### config.mk
export PLATFORM = sky130hd
export DESIGN_NAME = axis_fifo_param
export DESIGN_NICKNAME = d
export VERILOG_FILES = /design/src/rtl/fifo_pkg.sv /design/src/rtl/fifo_ptr_ctrl.sv /design/src/rtl/axis_fifo_param.sv
export SDC_FILE = /design/constraint.sdc
export NUM_CORES = 1
export LEC_CHECK = 0
export ABC_CLOCK_PERIOD_IN_PS = 10500
export BUFFER_PORTS_ARGS = -buffer_cell sky130_fd_sc_hd__clkbuf_2
export CORE_UTILIZATION = 41
export DETAILED_ROUTE_END_ITERATION = 7
export GPL_TIMING_DRIVEN = 1
export SYNTH_ARGS = -nofsm -noshare
export SYNTH_HDL_FRONTEND = slang
export SYNTH_SLANG_ARGS = --single-unit
### constraint.sdc
create_clock -name axis_clk -period 10.5 [get_ports axis_clk]
set_clock_uncertainty 0.2 [all_clocks]
set_input_delay 2.1 -clock axis_clk [delete_from_list [all_inputs] [get_ports axis_clk]]
set_output_delay 2.1 -clock axis_clk [all_outputs]
set_load 0.01 [all_outputs]
### src/rtl/fifo_pkg.sv
// Shared constants and helpers for the parametrised AXIS FIFO.
package fifo_pkg;

    localparam int FIFO_WIDTH = 45;
    localparam int FIFO_DEPTH = 16;

    function automatic int clog2(input int n);
        int r;
        r = 0;
        for (int i = 0; i < 31; i++) begin
            if ((1 << i) < n) r = i + 1;
        end
        return r;
    endfunction

endpackage

### src/rtl/fifo_ptr_ctrl.sv
// Pointer, occupancy, flag and watermark control for axis_fifo_param.
module fifo_ptr_ctrl
    import fifo_pkg::*;
#(
    parameter int DEPTH     = FIFO_DEPTH,
    parameter int AFULL_TH  = DEPTH - 2,
    parameter int AEMPTY_TH = 2,
    parameter int AW        = clog2(DEPTH),
    parameter int LW        = AW + 1
) (
    input  logic          axis_clk,
    input  logic          axi_reset,
    input  logic          flush,
    input  logic          w_vld,
    input  logic          r_rdy,
    output logic          w_rdy,
    output logic          r_vld,
    output logic          w_cyc,
    output logic          r_cyc,
    output logic [AW-1:0] wr_addr,
    output logic [AW-1:0] rd_addr,
    output logic [LW-1:0] level,
    output logic          almost_full,
    output logic          almost_empty,
    output logic [LW-1:0] max_level
);

    logic [LW-1:0] wr_ptr;
    logic [LW-1:0] rd_ptr;
    logic [LW-1:0] level_nxt;
    logic          full;
    logic          empty;

    assign full  = (wr_ptr[AW] != rd_ptr[AW]) &&
                   (wr_ptr[AW-1:0] == rd_ptr[AW-1:0]);
    assign empty = (wr_ptr == rd_ptr);

    assign w_rdy = !full && !flush;
    assign r_vld = !empty && !flush;
    assign w_cyc = w_vld && w_rdy;
    assign r_cyc = r_vld && r_rdy;

    assign wr_addr = wr_ptr[AW-1:0];
    assign rd_addr = rd_ptr[AW-1:0];

    always_comb begin
        level_nxt = level
                  + {{AW{1'b0}}, w_cyc}
                  - {{AW{1'b0}}, r_cyc};
        if (flush) level_nxt = '0;
    end

    assign almost_full  = (level >= LW'(AFULL_TH));
    assign almost_empty = (level <= LW'(AEMPTY_TH));

    always_ff @(posedge axis_clk or posedge axi_reset) begin
        if (axi_reset) begin
            wr_ptr    <= '0;
            rd_ptr    <= '0;
            level     <= '0;
            max_level <= '0;
        end else if (flush) begin
            wr_ptr    <= '0;
            rd_ptr    <= '0;
            level     <= '0;
            max_level <= '0;
        end else begin
            if (w_cyc) wr_ptr <= wr_ptr + 1'b1;
            if (r_cyc) rd_ptr <= rd_ptr + 1'b1;
            level <= level_nxt;
            if (level_nxt > max_level) max_level <= level_nxt;
        end
    end

endmodule

### src/rtl/axis_fifo_param.sv
// Parametrised first-word-fall-through valid/ready FIFO on a flop array.
module axis_fifo_param
    import fifo_pkg::*;
#(
    parameter int WIDTH     = FIFO_WIDTH,
    parameter int DEPTH     = FIFO_DEPTH,
    parameter int AFULL_TH  = DEPTH - 2,
    parameter int AEMPTY_TH = 2,
    parameter int AW        = clog2(DEPTH),
    parameter int LW        = AW + 1
) (
    input  logic             axis_clk,
    input  logic             axi_reset,
    input  logic             flush,
    input  logic             w_vld,
    output logic             w_rdy,
    input  logic [WIDTH-1:0] data_in,
    input  logic             r_rdy,
    output logic             r_vld,
    output logic [WIDTH-1:0] data_out,
    output logic [LW-1:0]    level,
    output logic             almost_full,
    output logic             almost_empty,
    output logic [LW-1:0]    max_level
);

    if (DEPTH < 2 || DEPTH > 256 || (DEPTH & (DEPTH - 1)) != 0) begin : g_bad_depth
        $error("axis_fifo_param: DEPTH must be a power of 2 in 2..256");
    end
    if (AFULL_TH > DEPTH) begin : g_bad_afull
        $error("axis_fifo_param: AFULL_TH exceeds DEPTH");
    end
    if (AEMPTY_TH >= DEPTH) begin : g_bad_aempty
        $error("axis_fifo_param: AEMPTY_TH must be below DEPTH");
    end
    if (WIDTH < 1 || WIDTH > 256) begin : g_bad_width
        $error("axis_fifo_param: WIDTH must be in 1..256");
    end

    logic [WIDTH-1:0] mem [DEPTH];
    logic             w_cyc;
    logic             r_cyc;
    logic [AW-1:0]    wr_addr;
    logic [AW-1:0]    rd_addr;

    fifo_ptr_ctrl #(
        .DEPTH     (DEPTH),
        .AFULL_TH  (AFULL_TH),
        .AEMPTY_TH (AEMPTY_TH),
        .AW        (AW),
        .LW        (LW)
    ) u_ctrl (
        .axis_clk     (axis_clk),
        .axi_reset    (axi_reset),
        .flush        (flush),
        .w_vld        (w_vld),
        .r_rdy        (r_rdy),
        .w_rdy        (w_rdy),
        .r_vld        (r_vld),
        .w_cyc        (w_cyc),
        .r_cyc        (r_cyc),
        .wr_addr      (wr_addr),
        .rd_addr      (rd_addr),
        .level        (level),
        .almost_full  (almost_full),
        .almost_empty (almost_empty),
        .max_level    (max_level)
    );

    // Storage is deliberately unreset; the output mask hides stale entries.
    always_ff @(posedge axis_clk) begin
        if (w_cyc) mem[wr_addr] <= data_in;
    end

    assign data_out = r_vld ? mem[rd_addr] : '0;

    logic unused_r_cyc;
    assign unused_r_cyc = r_cyc;

endmodule

After elaboration in Yosys (flattened, before gate mapping) --
Memories as Yosys holds them, arrays and structs flattened. Index checks and enable logic that the tools add are counted.
Word-level totals: register bits 20, RAM bits 720, input bits 50, output and inout port bits 59, logic and storage cells 37, memories kept 1
Memories:
- mem | words 16, width 45, rd ports 1, clocked after memory_dff 0, wr ports 1, line axis_fifo_param.sv:40 | logic [WIDTH-1:0] mem [DEPTH];
Operators by class: $add $sub $neg 4, magnitude comparators 3, equal/unequal tests 3, multiplexer cells 11, reduce and logical (&&, ||, !) cells 11
Operator list (count):
- 45-bit 2-to-1 mux | 1
- 5-bit 2-to-1 mux | 8
- 5-bit by 1-bit adder with 5-bit output, second input constant | 2
- 2-bit nonzero test | 3
- 5-bit by 1-bit adder with 5-bit output | 1
- 5-bit == test | 1
- 5-bit by 4-bit >= comparator with 1-bit output, second input constant | 1
- 5-bit greater-than comparator | 1
- 5-bit by 2-bit less-or-equal comparator with 1-bit output, second input constant | 1
- 1-bit logical AND | 5
- 5-bit by 1-bit subtractor with 5-bit output | 1
- 4-bit == test | 1
- 1-bit zero test | 3
- 1-bit 2-to-1 mux | 2
- 1-bit != test | 1

Logic depth before layout (Yosys ltp) --
depth in word-level cells 11, depth in mapped cells 21, mapped depth without buffers 18

By module --
Synthesis repeated with hierarchy kept, for this count alone.
Unflattened totals: cells, all modules 1645, area, all modules 29379.4 um2
Modules (own cells, without submodules):
- axis_fifo_param | times used 1, cells each 1481, area an instance 27868.0 um2, sequential area each 21620.7 um2
- fifo_ptr_ctrl | times used 1, cells each 164, area an instance 1511.4 um2, sequential area each 500.5 um2

Worst setup path before layout --
No wires, ideal clock.
path kind input-to-reg, start in w_vld, end mem mem[4][0] (netlist bit), enable pin, setup time 0.503 ns, data arrival time 5.684 ns, required time 9.797 ns, setup slack 4.112 ns, stages 4, path buffers 0, cell sequence inv_1 -> a211oi_4 -> inv_4 -> nor3_1
Between the ends: word-level cells in the longest chain between the ends 3
RTL lines:
- start: declaration | line axis_fifo_param.sv:15 | input logic w_vld,
- 1-bit logical AND | line fifo_ptr_ctrl.sv:40 | assign w_cyc = w_vld && w_rdy;
- 1-bit 2-to-1 mux | line axis_fifo_param.sv:72 | if (w_cyc) mem[wr_addr] <= data_in;
- 1-bit 2-to-1 mux (not written as such) | line axis_fifo_param.sv:72
- end: declaration | line axis_fifo_param.sv:40
Every way passes these cells.

Worst setup path in the final report --
start in flush, end out data_out[24]
Between the ends: word-level cells in the longest chain between the ends 3
RTL lines:
- start: declaration | line axis_fifo_param.sv:14 | input logic flush,
- 1-bit zero test | line fifo_ptr_ctrl.sv:39 | assign r_vld = !empty && !flush;
- 1-bit logical AND | line fifo_ptr_ctrl.sv:39
- 45-bit 2-to-1 mux | line axis_fifo_param.sv:75 | assign data_out = r_vld ? mem[rd_addr] : '0;
- end: declaration | line axis_fifo_param.sv:20 | output logic [WIDTH-1:0] data_out,
Every way passes these cells.

==> impl_metrics.toml <==
[timing]
hold_violations = 0
finalMaxSlewViolations = 0
finalSetupViolCount = 0
period_share = 0.614
period_needed_ns = 6.45
fmax_ghz = 0.155
fin_setup_tns_ns = 0
grt_setup_unrepaired = "no"
slew_headroom = 0.342
worst_pin_slew_ns = 0.986

[die]
dieArea_sq_um = 72400
core-area_sq_um = 70300
io_pins = 109
initial_utilization = 0.416
row_count = 97
die_width_um = 269
fp.dieH_um = 269

[routing]
first_iter_violations = 1111
firstDrtPassIters = 5
wl_per_cell_um = 26.0
drcViolationCount = 0
vias = 13790
wirelength_um = 64300
ant_nets = 0
drt-vias-per-instance = 5.58

[setup_path]
rr_startpoint = "u_ctrl.rd_ptr[1]"
max_stage_delay_ns = 0.54
ff2ff_setup_slack_ns = 4.84
endpoint_kind = "output port"
critical_path_class = "in2out"
startpoint_type = "input port"
rr_worst_depth = 18
critPathMostFrequentCell = "clkbuf_2"
crit_path_max_fanout = 46
cp_top_family = "buffers and inverters"
required_ns = 8.20
slowest_stage = "buf_4"
path_buf_inv = 4
worstReg2RegEnd = "u_ctrl.max_level[2]"
critical_path_arrival_ns = 4.15
crit_chain = "clkbuf_2 > clkinv_1 > o21ai_4 > buf_4 > a211oi_1 > clkbuf_2"

[place]
gp_congestion = 0.778
dp_hpwl_um = 31200
placement.io_buffers = 108

[clock_tree]
cts_resized = 0
cts_root_buf = "clkbuf_16"
numCtsBuffers = 77
cts.reportedPaths.clkPinSlew_ns = 0.06
post_cts_buffers = 0
cts_max_level = 3
clock_latency_ns = 0.60
numClockSinks = 740
hold_buffers = 0
clk_path_buf_depth = 3
tritoncts = "built"

[power]
power_leakage_uw = 0.0103
peakVddDrop_uv = 144
p_int_uw = 5160
powerDensity_nw_per_um2 = 203
p_sw_uw = 1560
p_sw_frac = 0.233
power_frac_seq = 0.493
power.total_uw = 6720
pwr-share-clk = 0.382
pwr-share-comb = 0.125

[yosys]
synth_seq_cells = 740
synth_top_cell_by_area = "edfxtp_1"
synth_edf_count = 720
synth_area_sq_um = 29200
yosys-top-cells-count = "720 x edfxtp_1, 180 x mux4_2, 90 x a211oi_1"
synthTopCellsByArea = "edfxtp_1 74%, mux4_2 14%, a211oi_1 2.3%"
seq_area_frac_synth = 0.757
synth_nets = 1415
ys.flop_type = "edfxtp_1"
syn_avg_cell_area_sq_um = 21.8
synth_top_area_share = 0.740
synthCells = 1344
ys_warn_count = 0
postSynth.asyncResetShare = 0.0270
synth_most_common_cell = "edfxtp_1"
synth_cell_types = 46

[global_route]
antenna_found_initial = 3
grt_pass1_vias = 14329
grt_start_max_net_pins = 112
grt_pass1_wl_um = 94900
grt_util_all_layers = 0.182
gr-total-overflow = 0

[flow_run]
drv_cap = 0

[final_layout]
insertedDiodeCount = 0
syn_to_final_growth_pct = 13.3
nets = 1549
final-seq-area_sq_um = 22100
num-fill-cells = 5738
drive_gt1_frac = 0.291
multi_input_area_sq_um = 6640

[worst_hold_path]
hold_class = "reg2reg"
whs_path_depth = 2
hp-start = "u_ctrl.max_level[0]"
min_to = "u_ctrl.max_level[0]"

[run_status]
status = "complete, no violations"
-- worst register-to-register path: stages, from the launching register on --
cell	delay, ns
dfrtp_4	1.06
xnor2_1	0.20
and4_4	0.25
a211oi_4	0.42
inv_4	0.17
ha_1	0.32
inv_1	0.06
ha_1	0.15
inv_1	0.06
fa_1	0.43
o21bai_1	0.16
a21oi_1	0.09
xnor2_1	0.24
nor2_1	0.08
ha_1	0.34
and3_1	0.23
o21a_1	0.14
o31ai_1	0.54
mux2_2	0.41
-- power by group through the flow --
stage / Clock (uW) / Combinational (uW) / Sequential, uW
after global placement: 0 / 830 / 3380
after CTS: 2620 / 854 / 3320
after detailed placement: 0 / 852 / 3380
final: 2570 / 841 / 3320
after floorplan: 0 / 645 / 3360
after global routing: 2720 / 928 / 3320
-- sequential cells by signal, indices dropped and copies added (netlist names) --
register	count
mem	720
u_ctrl.level	5
u_ctrl.rd_ptr	5
u_ctrl.wr_ptr	5
u_ctrl.max_level	5
-- metrics by stage --
stage	setup WS (ns)	util	instances	hold WS (ns)	area (sq um)
2_1_floorplan	4.11	-	1344	0.375	29200
3_3_place_gp	3.95	0.438	2339	0.382	30800
3_5_place_dp	3.78	0.438	2339	0.380	30800
4_1_cts	4.03	0.471	2473	0.388	33100
5_1_grt	3.82	0.471	2473	0.412	33100
6_report	4.05	0.471	2473	0.389	33100
-- cell families after synthesis --
kind of cell             count (synthesis)  synth area share
adder cells (fa/ha/maj)                 21           0.00924
flip-flops                             740             0.757
multiplexers                           234             0.157
buffers and inverters                  102            0.0190
AO/OA/AOI/OAI                          121            0.0309
AND/OR/NAND/NOR                        117            0.0238
XOR/XNOR                                 9           0.00295
-- layout by cell type, fill, tap and decap left out, types with 3 or more instances in the layout --
cell,netlist,layout
nor3_2,0,3
clkbuf_1,32,17
buf_4,9,25
and3_2,0,4
bufinv_16,0,6
clkbuf_16,0,77
xnor2_1,8,8
nor2_1,19,19
a21oi_1,10,10
o21ai_0,3,3
nor2b_1,50,50
mux2_2,7,7
ha_1,20,20
clkbuf_2,0,108
mux4_2,180,180
mux2i_1,47,47
dfrtp_1,20,16
nand3_1,3,3
clkinv_2,0,12
nand2_1,15,15
nand4_1,3,3
dfrtp_4,0,4
a211oi_1,90,90
inv_1,21,21
edfxtp_1,720,720
and4_2,0,4
nor4b_4,0,5
clkinv_1,1,18
nor3_1,6,3
-- area by class of cell --
cell class | instances | share of cell area
clock buffer | 94 | 0.0601
clock inverter | 40 | 0.0105
inverter | 23 | 0.00268
multi-input combinational | 502 | 0.200
sequential | 740 | 0.668
tap | 940 | 0.0355
timing repair buffer | 134 | 0.0226
-- worst max-delay path by stage --
stage,start,to,slack [ns],depth (start not counted)
finish,flush,data_out[24],4.05,6
global route,flush,data_out[29],3.82,6
CTS,flush,data_out[22],4.03,6
detailed placement,flush,u_ctrl.max_level[1],3.78,18
global placement,flush,u_ctrl.max_level[2],3.95,18
floorplan,w_vld,mem[4][0],4.11,4
-- metal layers --
layer  up-vias  wire length, um  track usage
met3        82             2580       0.0296
met5         -               40            0
met2       303            32300        0.304
met4         6             1050       0.0488
li1       5928                -            -
met1      7471            28300        0.249
Power figures use the tool's default switching activity.
